**src/rtl/bus_dma_master_pkg.sv**
```systemverilog
// Shared definitions for the block-copy bus master: bus widths and FSM state encoding.
package bus_dma_master_pkg;

   localparam int ADDR_W = 16;
   localparam int DATA_W = 64;

   typedef enum logic [2:0] {
      S_IDLE,
      S_REQ,
      S_RD,
      S_RDW,
      S_WR,
      S_DONE
   } state_t;

endpackage

```
**src/rtl/bus_dma_master_if.sv**
```systemverilog
// Bus master port bundle: request/grant handshake plus address, write strobe and data paths.
interface bus_dma_master_if;
   import bus_dma_master_pkg::*;

   logic              m_req;
   logic              m_grant;
   logic              m_wr;
   logic [ADDR_W-1:0] m_address;
   logic [DATA_W-1:0] m_dout;
   logic [DATA_W-1:0] m_din;

   modport master (
      output m_req,
      output m_wr,
      output m_address,
      output m_dout,
      input  m_grant,
      input  m_din
   );

   modport slave (
      input  m_req,
      input  m_wr,
      input  m_address,
      input  m_dout,
      output m_grant,
      output m_din
   );

endinterface

```
**src/rtl/bus_dma_master.sv**
```systemverilog
// Word-at-a-time block copier: holds the bus from first grant to final write, one RD/RDW/WR
// triple per word, and restarts the current word from RD whenever the grant is withdrawn.
module bus_dma_master
   import bus_dma_master_pkg::*;
#(
   parameter int                LEN_W    = 8,
   parameter logic [ADDR_W-1:0] ADDR_INC = 16'd1
)
(
   input  logic              clk,
   input  logic              reset_n,
   input  logic              start,
   input  logic [ADDR_W-1:0] src_addr,
   input  logic [ADDR_W-1:0] dst_addr,
   input  logic [LEN_W-1:0]  len,
   input  logic              abort,
   output logic              busy,
   output logic              done,
   bus_dma_master_if.master  bus
);

   state_t            state;
   logic [ADDR_W-1:0] cur_src;
   logic [ADDR_W-1:0] cur_dst;
   logic [LEN_W-1:0]  remaining;
   logic [DATA_W-1:0] data_reg;

   // The captured read word doubles as the write-data register.
   assign bus.m_dout = data_reg;

   always_ff @(posedge clk or negedge reset_n) begin
      if (!reset_n) begin
         state         <= S_IDLE;
         busy          <= 1'b0;
         done          <= 1'b0;
         bus.m_req     <= 1'b0;
         bus.m_wr      <= 1'b0;
         bus.m_address <= '0;
         cur_src       <= '0;
         cur_dst       <= '0;
         remaining     <= '0;
         data_reg      <= '0;
      end else begin
         done     <= 1'b0;
         bus.m_wr <= 1'b0;
         if (abort && state != S_IDLE) begin
            state     <= S_IDLE;
            busy      <= 1'b0;
            bus.m_req <= 1'b0;
         end else begin
            case (state)
               S_IDLE: begin
                  if (start) begin
                     if (len == '0) begin
                        done <= 1'b1;
                     end else begin
                        state     <= S_REQ;
                        busy      <= 1'b1;
                        bus.m_req <= 1'b1;
                        cur_src   <= src_addr;
                        cur_dst   <= dst_addr;
                        remaining <= len;
                     end
                  end
               end
               S_REQ: begin
                  if (bus.m_grant) begin
                     state         <= S_RD;
                     bus.m_address <= cur_src;
                  end
               end
               S_RD: begin
                  state <= bus.m_grant ? S_RDW : S_REQ;
               end
               S_RDW: begin
                  if (!bus.m_grant) begin
                     state <= S_REQ;
                  end else begin
                     state         <= S_WR;
                     data_reg      <= bus.m_din;
                     bus.m_address <= cur_dst;
                     bus.m_wr      <= 1'b1;
                  end
               end
               S_WR: begin
                  if (!bus.m_grant) begin
                     state <= S_REQ;
                  end else begin
                     cur_src   <= cur_src + ADDR_INC;
                     cur_dst   <= cur_dst + ADDR_INC;
                     remaining <= remaining - LEN_W'(1);
                     if (remaining == LEN_W'(1)) begin
                        state     <= S_DONE;
                        bus.m_req <= 1'b0;
                        done      <= 1'b1;
                     end else begin
                        state         <= S_RD;
                        bus.m_address <= cur_src + ADDR_INC;
                     end
                  end
               end
               S_DONE: begin
                  state <= S_IDLE;
                  busy  <= 1'b0;
               end
               default: begin
                  state     <= S_IDLE;
                  busy      <= 1'b0;
                  bus.m_req <= 1'b0;
               end
            endcase
         end
      end
   end

endmodule

```
**src/flat_wrapper.sv**
```systemverilog
// flat-port wrapper written by rule: the top's interface ports become plain ports
module bus_dma_master_flat import bus_dma_master_pkg::*;
#(
   parameter int                LEN_W    = 8,
   parameter logic [ADDR_W-1:0] ADDR_INC = 16'd1
)
  (clk, reset_n, start, src_addr, dst_addr, len, abort, busy, done, bus_m_req, bus_m_wr, bus_m_address, bus_m_dout, bus_m_grant, bus_m_din);
  bus_dma_master_if bus_i ();
  input  logic clk;
  input  logic reset_n;
  input  logic start;
  input  logic [ADDR_W-1:0] src_addr;
  input  logic [ADDR_W-1:0] dst_addr;
  input  logic [LEN_W-1:0] len;
  input  logic abort;
  output logic busy;
  output logic done;
  output wire logic [$bits(bus_i.m_req)-1:0] bus_m_req;
  output wire logic [$bits(bus_i.m_wr)-1:0] bus_m_wr;
  output wire logic [$bits(bus_i.m_address)-1:0] bus_m_address;
  output wire logic [$bits(bus_i.m_dout)-1:0] bus_m_dout;
  input wire logic [$bits(bus_i.m_grant)-1:0] bus_m_grant;
  input wire logic [$bits(bus_i.m_din)-1:0] bus_m_din;
  assign bus_m_req = bus_i.m_req;
  assign bus_m_wr = bus_i.m_wr;
  assign bus_m_address = bus_i.m_address;
  assign bus_m_dout = bus_i.m_dout;
  assign bus_i.m_grant = bus_m_grant;
  assign bus_i.m_din = bus_m_din;
  bus_dma_master #(.LEN_W(LEN_W), .ADDR_INC(ADDR_INC)) u_core (.clk(clk), .reset_n(reset_n), .start(start), .src_addr(src_addr), .dst_addr(dst_addr), .len(len), .abort(abort), .busy(busy), .done(done), .bus(bus_i));
endmodule
```
**config.mk**
```make
export PLATFORM = sky130hd
export DESIGN_NAME = bus_dma_master_flat
export DESIGN_NICKNAME = d
export VERILOG_FILES = /design/src/rtl/bus_dma_master_pkg.sv /design/src/rtl/bus_dma_master_if.sv /design/src/rtl/bus_dma_master.sv /design/src/flat_wrapper.sv
export SDC_FILE = /design/constraint.sdc
export NUM_CORES = 1
export LEC_CHECK = 0
export BUFFER_PORTS_ARGS = -buffer_cell sky130_fd_sc_hd__buf_2
export CAP_MARGIN = 30
export CORE_ASPECT_RATIO = 0.7
export CORE_UTILIZATION = 54
export CTS_BUF_LIST = sky130_fd_sc_hd__clkbuf_4 sky130_fd_sc_hd__clkbuf_8
export DETAILED_ROUTE_END_ITERATION = 12
export PLACE_DENSITY = 0.8
export SYNTH_ARGS = -nofsm -noshare
export SYNTH_HDL_FRONTEND = slang
export SYNTH_SLANG_ARGS = --single-unit
```
**constraint.sdc**
```tcl
create_clock -name clk -period 2.65 [get_ports clk]
set_input_delay 0.53 -clock clk [delete_from_list [all_inputs] [get_ports clk]]
set_output_delay 0.53 -clock clk [all_outputs]
set_load 0.005 [all_outputs]
```
==> results_dict.tcl, run 1 <==
set metrics [dict create \
    status "completed" \
    r2r-end "u_core.cur_src[12]" \
    fin_worst_skew_ns 0.0145 \
    power_density_mw_per_mm2 1080 \
    synth-edff-count 0 \
    cts.sinks 127 \
    hold_violations 0 \
    drtPass1Iterations 5 \
    areaGrowthSynthToFinish_pct 22.7 \
    slowest_stage "dfrtp_1" \
    whs_ns 0.319 \
    fin_nets 944 \
    netlist_instances 655 \
    grt_overflow 0 \
    leakagePower_nw 3.70 \
    port_buffers 192 \
    grt_max_degree 76 \
    yosysSeqAreaShare_pct 48.9 \
    endpoint "u_core.cur_src[12]" \
    end_kind "register" \
    synth_flop_cell "dfrtp_1" \
    setup_viol 0 \
    cap_violations 0 \
    grt_pass1_wl_um 26400 \
    cts.clk_slew.worst_paths_ns 0.09 \
    synth_top_area_cell "dfrtp_1" \
    startpoint_type "register" \
    busiest_layer "met2" \
    required_ns 2.99 \
    postCtsSetupRepairBufs 0 \
    path_cells "ha_1, nand3_1, nor4_1, mux2i_1, a21oi_1, o21ai_0" \
    rsz0062_at_grt "no" \
    die_x_um 133 \
    clkLatencyLatePin_ns 0.43 \
    crit_type "register to register" \
    grtUsageMet3_pct 5.23 \
    cts_buffer_depth 2 \
    antenna_left 0 \
    cpPeakStageDelay_ns 0.52 \
    rows 33 \
    dp_slack_ns 0.457 \
    r2r_slack_ns 0.46 \
    netlist_top_cells_count "dfrtp_1, nor2_1, mux2_2" \
    max_clock_freq_mhz 457 \
    ys_seq_elements 127 \
    worst_r2r_path_depth 6 \
    grtUsageMet1_pct 36.8 \
    grt_pass1_vias 5271 \
    drt_wl_total_um 16500 \
    synth_area_leaders "dfrtp_1, mux2_2, nor2_1" \
    syn-num-nets 768 \
    tightestPinTransition_ns 0.678 \
    fp.coreArea_mm2 0.0117 \
    start_util_pct 55.4 \
    timing.slew.headroom_pct 54.4 \
    worstReg2RegStart "u_core.cur_src[0]" \
    ys_warn_count 0 \
    gr-usage-met2_pct 43.1 \
    antenna_cells 0 \
    layout_worst_path_cycle_share_pct 82.6 \
    hold_path.class "primary input to register" \
    arrival_ns 2.53 \
    yosysMostFrequentCell "dfrtp_1" \
    synth_top_area_share_pct 48.9 \
    dieArea_mm2 0.0125 \
    place_congestion 0.871 \
    critPathLaunch "u_core.cur_src[0]" \
    post-route-util_pct 68.0 \
    fin_area_mm2 0.00798 \
    tritoncts "built" \
    drv_slew 0 \
    avgRoutedWirePerCell_um 16.5 \
    cts-root-buf "clkbuf_8" \
    synthArstFlopShare_pct 100 \
    avgSynthCellArea_um2 9.93 \
    fin_crit_ns 2.19 \
    cts-buffers-inserted 17 \
    peakVddDrop_uv 504 \
    antenna_found_initial 0 \
    drive_above_1_share_pct 37.4 \
    syn-cell-area_mm2 0.00650 \
    place_area_mm2 0.00755 \
    dp_hpwl_um 11600 \
    viasPerCell 5.78 \
    fin_ws_ns 0.460 \
    vias 5781 \
    setup_tns_ns 0 \
    grt_use_total_pct 26.7 \
    ios 193 \
    synth.distinct_cells 59 \
    crit_fanout 10 \
    dr.first_iter.drc_count 457 \
    dieHeight_um 93.8 \
    drc_errors 0 \
    cts_max_level 4 \
]
layer usage:
metal	wire (µm)	vias to the layer above
met1	7330	2793
met3	1090	19
met2	7940	255
li1	-	2714
met4	158	0
met5	0	-
kinds of logic (layout without fill, tap and decap cells):
group,count (synthesis),after routing,synth area share (%)
and+or+nand+nor,218,218,15.9
AOI/OAI and AO/OA,169,169,16.4
DFF,127,127,48.9
muxes,71,71,12.4
buffers and inverters,61,250,4.97
xor gates and xnor gates,5,5,0.674
adders and majority gates,4,4,0.770
through the flow:
step / std cells / power, mW
3_5_place_dp: 968 / 6.88
4_1_cts: 1001 / 8.66
3_3_place_gp: 968 / 6.70
6_report: 1001 / 8.64
5_1_grt: 1001 / 9.23
2_1_floorplan: 655 / 5.59
worst min-delay path by stage:
stage,startpoint,end,slack [ns],depth (start not counted)
floorplan,reset_n,u_core.bus.m_address[0],0.23,0
global placement,reset_n,u_core.bus.m_dout[11],0.39,1
detailed placement,reset_n,u_core.bus.m_dout[11],0.40,1
CTS,bus_m_din[21],u_core.bus.m_dout[21],0.31,2
global route,bus_m_din[21],u_core.bus.m_dout[21],0.31,2
finish,bus_m_din[21],u_core.bus.m_dout[21],0.32,2
report_power, final:
group | internal, mW | leakage, nW | switching (mW) | total, mW
combinational | 1.63 | 1.96 | 1.61 | 3.24
clock | 0.905 | 0.197 | 0.841 | 1.75
sequential | 2.84 | 1.54 | 0.810 | 3.65
total | 5.37 | 3.70 | 3.26 | 8.64
area by class of cell:
class                      instances  area, µm²
clock buffer                      19        262
clock inverter                    13        154
fill                             932       3750
inverter                          10       37.5
multi-input combinational        467       3020
sequential                       127       3180
tap                              157        196
timing repair buffer             208       1140
worst max-delay path, delay by kind of cell, from the launching register on:
kind	cells	cell delay, ns
AO/OA/AOI/OAI	2	0.24
adder cells (fa/ha/maj)	1	0.31
flip-flops	1	0.52
multiplexers	1	0.35
AND/OR/NAND/NOR	2	0.68
sequential cells by signal (all words and copies together), names as in the netlist:
name	flops
u_core.bus.m_address	16
u_core.remaining	8
u_core.done	1
u_core.cur_dst	16
u_core.bus.m_dout	64
u_core.state	3
u_core.bus.m_wr	1
u_core.bus.m_req	1
u_core.cur_src	16
u_core.busy	1
timing repair:
action | CTS | global route
hold buffers | 1 | 0
hold endpoints to repair | 13 | 0
gates resized for setup | 0 | 0
cells in the final DEF (no fill, tap or decap), types with 6 or more instances in the layout:
cell / Yosys / final
buf_2: 15 / 191
mux2_2: 64 / 64
a21oi_1: 52 / 52
and3_1: 6 / 6
nand4_1: 8 / 8
o22a_1: 6 / 6
o21ai_0: 39 / 39
buf_4: 2 / 12
nor2_1: 75 / 75
nand3_1: 17 / 17
inv_1: 9 / 9
a221oi_1: 9 / 9
o22ai_1: 12 / 12
a31oi_1: 9 / 9
nand2_1: 56 / 56
dfrtp_1: 127 / 127
clkbuf_8: 0 / 19
nor3_1: 18 / 18
nand2b_1: 9 / 9
a2bb2oi_1: 11 / 11
nor2b_1: 6 / 6
Note: power is estimated with default switching activity, not from simulation.
==> run 2, diff against run 1 <==
==> constraint.sdc (replaced) <==
create_clock -name clk -period 2.1 [get_ports clk]
set_input_delay 0.42 -clock clk [delete_from_list [all_inputs] [get_ports clk]]
set_output_delay 0.42 -clock clk [all_outputs]
set_load 0.005 [all_outputs]
==> results_dict.tcl, run 2 (synthesized netlist as in run 1, its figures left out) <==
set metrics [dict create \
    fin_area_mm2 0.00817 \
    ios 193 \
    postCtsSetupRepairBufs 0 \
    areaGrowthSynthToFinish_pct 25.6 \
    post-route-util_pct 69.7 \
    grt_pass1_wl_um 27400 \
    startpoint_type "register" \
    hold_violations 0 \
    setup_viol 0 \
    antenna_cells 0 \
    place_area_mm2 0.00777 \
    whs_ns 0.217 \
    grtUsageMet3_pct 5.23 \
    fin_nets 963 \
    status "completed" \
    leakagePower_nw 3.82 \
    layout_worst_path_cycle_share_pct 96.1 \
    power_density_mw_per_mm2 1350 \
    antenna_found_initial 0 \
    dp_hpwl_um 12200 \
    cap_violations 0 \
    hold_path.class "primary input to register" \
    grt_max_degree 54 \
    antenna_left 0 \
    fin_worst_skew_ns 0.0144 \
    final_cell_mix "buf_2, dfrtp_1, nor2_1" \
    crit_top_cell "nor4_4" \
    slowest_stage "or4_4" \
    grtUsageMet1_pct 38.3 \
    cts.sinks 127 \
    grt_pass1_vias 5588 \
    drc_errors 0 \
    largest_register_ffs 64 \
    fp.coreArea_mm2 0.0117 \
    power_mw 11.0 \
    avgRoutedWirePerCell_um 17.0 \
    cts.clk_slew.worst_paths_ns 0.08 \
    die_x_um 133 \
    setup_tns_ns 0 \
    fill_cells 934 \
    rsz0062_at_grt "no" \
    grt_use_total_pct 27.9 \
    peakVddDrop_uv 630 \
    drive_above_1_share_pct 38.7 \
    grt_overflow 0 \
    max_clock_freq_mhz 496 \
    viasPerCell 5.78 \
    start_util_pct 55.4 \
    cts-buffers-inserted 17 \
    tritoncts "built" \
    clkLatencyLatePin_ns 0.43 \
    busiest_layer "met2" \
    path_cells "or4_4, nor4_4, nor4_4, buf_12, mux2_4" \
    port_buffers 192 \
    arrival_ns 2.33 \
    dr.first_iter.drc_count 419 \
    final_common_cell "buf_2" \
    tightestPinTransition_ns 0.492 \
    timing.slew.headroom_pct 67.0 \
    fin_crit_ns 2.02 \
    vias 5891 \
    place_congestion 0.911 \
    required_ns 2.41 \
    crit_type "register to register" \
    cpPeakStageDelay_ns 0.56 \
    cts_buffer_depth 2 \
    dieArea_mm2 0.0125 \
    drtPass1Iterations 5 \
    end_kind "register" \
    drv_slew 0 \
    rows 33 \
    gr-usage-met2_pct 44.9 \
    crit_fanout 29 \
    dieHeight_um 93.8 \
    cts-root-buf "clkbuf_8" \
    drt_wl_total_um 17300 \
    cts_max_level 4 \
]
-- run 2: layout make-up --
type	instances	area [µm²]	share of cell area, %
clock buffer	20	275	3.37
sequential	127	3180	38.9
multi-input combinational	467	3020	36.9
timing repair buffer	227	1360	16.6
inverter	10	37.5	0.460
tap	157	196	2.41
clock inverter	11	108	1.32
-- run 2: report_power, final --
group	switching (mW)	internal [mW]	leakage (nW)
clock	1.03	1.04	0.192
combinational	2.20	2.23	2.08
sequential	0.950	3.58	1.54
-- run 2: critical path, delay by kind of cell (launching register included) --
family	cells	cell delay (ns)
flip-flops	1	0.41
AND/OR/NAND/NOR	3	1.00
multiplexers	1	0.31
buffers and inverters	1	0.17
-- run 2: layer usage --
metal	vias to the layer above	wire length (µm)	share of wire (%)
li1	2763	-	-
met5	-	0	0
met2	268	8320	48
met4	0	264	1.5
met3	28	1230	7.1
met1	2832	7490	43
-- run 2: worst paths after layout --
path / endpoint / cells after the start / slack (ns) / startpoint
worst max-delay path: u_core.bus.m_address[6] / 5 / 0.08 / u_core.remaining[4]
worst max register to register: u_core.bus.m_address[6] / 5 / 0.08 / u_core.remaining[4]
worst min-delay path: u_core.bus.m_dout[0] / 2 / 0.22 / bus_m_din[0]
worst min register to register: u_core.bus.m_dout[0] / 1 / 0.50 / u_core.bus.m_dout[0]
max in group asynchronous: u_core.bus.m_address[11] / 3 / 0.94 / reset_n
min in group asynchronous: u_core.bus.m_dout[45] / 2 / 0.49 / reset_n
-- run 2: through the flow --
stage / setup WS (ns) / std cells
after CTS: 0.0947 / 1019
after global routing: 0.0205 / 1019
after global placement: 0.111 / 987
final: 0.0820 / 1019
after detailed placement: 0.0577 / 987
after floorplan: 0.216 / 655
-- run 2: timing repair --
item / 4_1_cts / 5_1_grt
setup endpoints to repair: 0 / 13
resized for setup: 0 / 1
hold buffers: 1 / 0
endpoints found under the hold margin: 34 / 0
==> run 3, diff against run 2 <==
--- a/config.mk
+++ b/config.mk
@@ -5,13 +5,13 @@
 export SDC_FILE = /design/constraint.sdc
 export NUM_CORES = 1
 export LEC_CHECK = 0
-export BUFFER_PORTS_ARGS = -buffer_cell sky130_fd_sc_hd__buf_2
 export CAP_MARGIN = 30
 export CORE_ASPECT_RATIO = 0.7
-export CORE_UTILIZATION = 54
+export CORE_UTILIZATION = 61
 export CTS_BUF_LIST = sky130_fd_sc_hd__clkbuf_4 sky130_fd_sc_hd__clkbuf_8
 export DETAILED_ROUTE_END_ITERATION = 12
-export PLACE_DENSITY = 0.8
+export DONT_BUFFER_PORTS = 1
+export PLACE_DENSITY = 0.74
 export SYNTH_ARGS = -nofsm -noshare
 export SYNTH_HDL_FRONTEND = slang
 export SYNTH_SLANG_ARGS = --single-unit
==> results_dict.tcl, run 3 (synthesized netlist as in run 1, its figures left out) <==
set metrics [dict create \
    antenna_found_initial 0 \
    cts.clk_slew.worst_paths_ns 0.09 \
    worstReg2RegStart "u_core.state[1]" \
    dieArea_mm2 0.0111 \
    startpoint_type "register" \
    crit_fanout 49 \
    clkLatencyLatePin_ns 0.45 \
    final_cell_mix "dfrtp_1, nor2_1, mux2_2" \
    drive_above_1_share_pct 21.6 \
    placed_cells 767 \
    place_area_mm2 0.00670 \
    worst_r2r_path_depth 5 \
    fin_ws_ns 0.0816 \
    drt_wl_total_um 15700 \
    cts-buffers-inserted 17 \
    regArea_mm2 0.00318 \
    swShare_pct 39.4 \
    multi_input_area_mm2 0.00302 \
    cts-root-buf "clkbuf_8" \
    cts_max_level 4 \
    status "finished with violations" \
    postCtsSetupRepairBufs 0 \
    seqPwrFrac_pct 46.6 \
    violations "DRC, hold timing" \
    timing.slew.headroom_pct 63.9 \
    switchingPower_mw 4.00 \
    layout_worst_path_cycle_share_pct 96.1 \
    viasPerCell 6.38 \
    cts_buffer_depth 2 \
    place_congestion 0.877 \
    dieHeight_um 88.4 \
    die_x_um 125 \
    r2r-end "u_core.bus.m_address[11]" \
    rsz0062_at_grt "no" \
    ios 193 \
    arrival_ns 2.39 \
    cts.sinks 127 \
    power_mw 10.1 \
    start_util_pct 62.8 \
    peakVddDrop_uv 751 \
    setup_tns_ns 0 \
    combPwrFrac_pct 33.6 \
    final_common_cell "dfrtp_1" \
    areaGrowthSynthToFinish_pct 9.51 \
    intPower_mw 6.15 \
    antenna_left 0 \
    grt_use_total_pct 28.5 \
    grt_overflow 0 \
    dp_slack_ns 0.115 \
    hold_violations 127 \
    whs_ns -0.339 \
    fp.coreArea_mm2 0.0104 \
    fin_worst_skew_ns 0.0159 \
    port_buffers 0 \
    grt_pass1_vias 4797 \
    cap_violations 0 \
    fin_crit_ns 2.02 \
    tightestPinTransition_ns 0.541 \
    rows 31 \
    drc_errors 12 \
    crit_type "register to register" \
    avgRoutedWirePerCell_um 19.6 \
    largest_register_ffs 64 \
    grt_pass1_wl_um 24300 \
    fin_cells 800 \
    hold_path.class "primary input to asynchronous set/reset pin" \
    setup_viol 0 \
    post-route-util_pct 68.7 \
    end_kind "register" \
    drv_slew 0 \
    dr.first_iter.drc_count 466 \
    required_ns 2.47 \
    leakagePower_nw 2.98 \
    max_clock_freq_mhz 495 \
    fin_nets 768 \
    dp_hpwl_um 10500 \
    r2r_slack_ns 0.08 \
    fin_area_mm2 0.00712 \
    antenna_cells 0 \
    vias 5105 \
    fill_cells 766 \
    clockPowerShare_pct 19.9 \
    power_density_mw_per_mm2 1430 \
    grt_max_degree 128 \
    drtPass1Iterations 9 \
    tritoncts "built" \
]
==> run 3: cell types whose count changed in the layout (fill, tap and decap cells not counted), sizes merged <==
cell	delta
dlygate4sd3	-1
clkinv	-2
bufinv	-1
clkbuf	-2
clkinvlp	+2
inv	+5
buf	-195
==> run 3: worst max-delay path, stage by stage (launching register included) <==
cell	delay, ns
dfrtp_2	0.45
or3b_2	0.52
buf_4	0.31
a31oi_1	0.30
a221oi_1	0.14
a21oi_1	0.19
==> run 3: worst max-delay path by stage <==
stage	from	depth (start not counted)	slack, ns	endpoint
6_report	u_core.state[1]	5	0.08	u_core.bus.m_address[11]
5_1_grt	u_core.state[0]	6	0.01	u_core.bus.m_dout[38]
4_1_cts	u_core.state[2]	5	0.06	u_core.bus.m_address[11]
3_5_place_dp	u_core.state[1]	6	0.11	u_core.bus.m_dout[50]
3_3_place_gp	u_core.remaining[4]	5	0.17	u_core.bus.m_address[5]
2_1_floorplan	bus_m_grant	6	0.22	u_core.bus.m_address[0]
==> run 3: power by group through the flow <==
stage	clock (mW)	sequential, mW	combinational, mW
after CTS	2.05	4.72	3.38
after global placement	0	4.70	3.22
after floorplan	0	4.36	2.70
after detailed placement	0	4.75	3.35
after global routing	2.17	4.89	3.79
final	2.02	4.73	3.41
==> run 3: per-layer routing <==
metal / vias to the layer above / global-route usage (%) / wire (µm)
met5: - / 0 / 0
li1: 2355 / - / -
met3: 24 / 9.37 / 1420
met2: 232 / 45.1 / 7490
met1: 2494 / 36.7 / 6550
met4: 0 / 11.6 / 256
==> run 3: what timing repair did <==
action / in CTS / in global routing
setup endpoints to repair: 0 / 66
gates resized for setup: 0 / 3
endpoints found under the hold margin: 127 / 127
==> run 3: area by class of cell <==
cell class / instances / area share [%]
clock buffers: 17 / 3.29
flip-flops and latches: 127 / 44.7
multi-input cells: 467 / 42.4
repair buffers: 32 / 4.67
inverters: 10 / 0.527
clock inverters: 15 / 2.09
well taps: 132 / 2.32
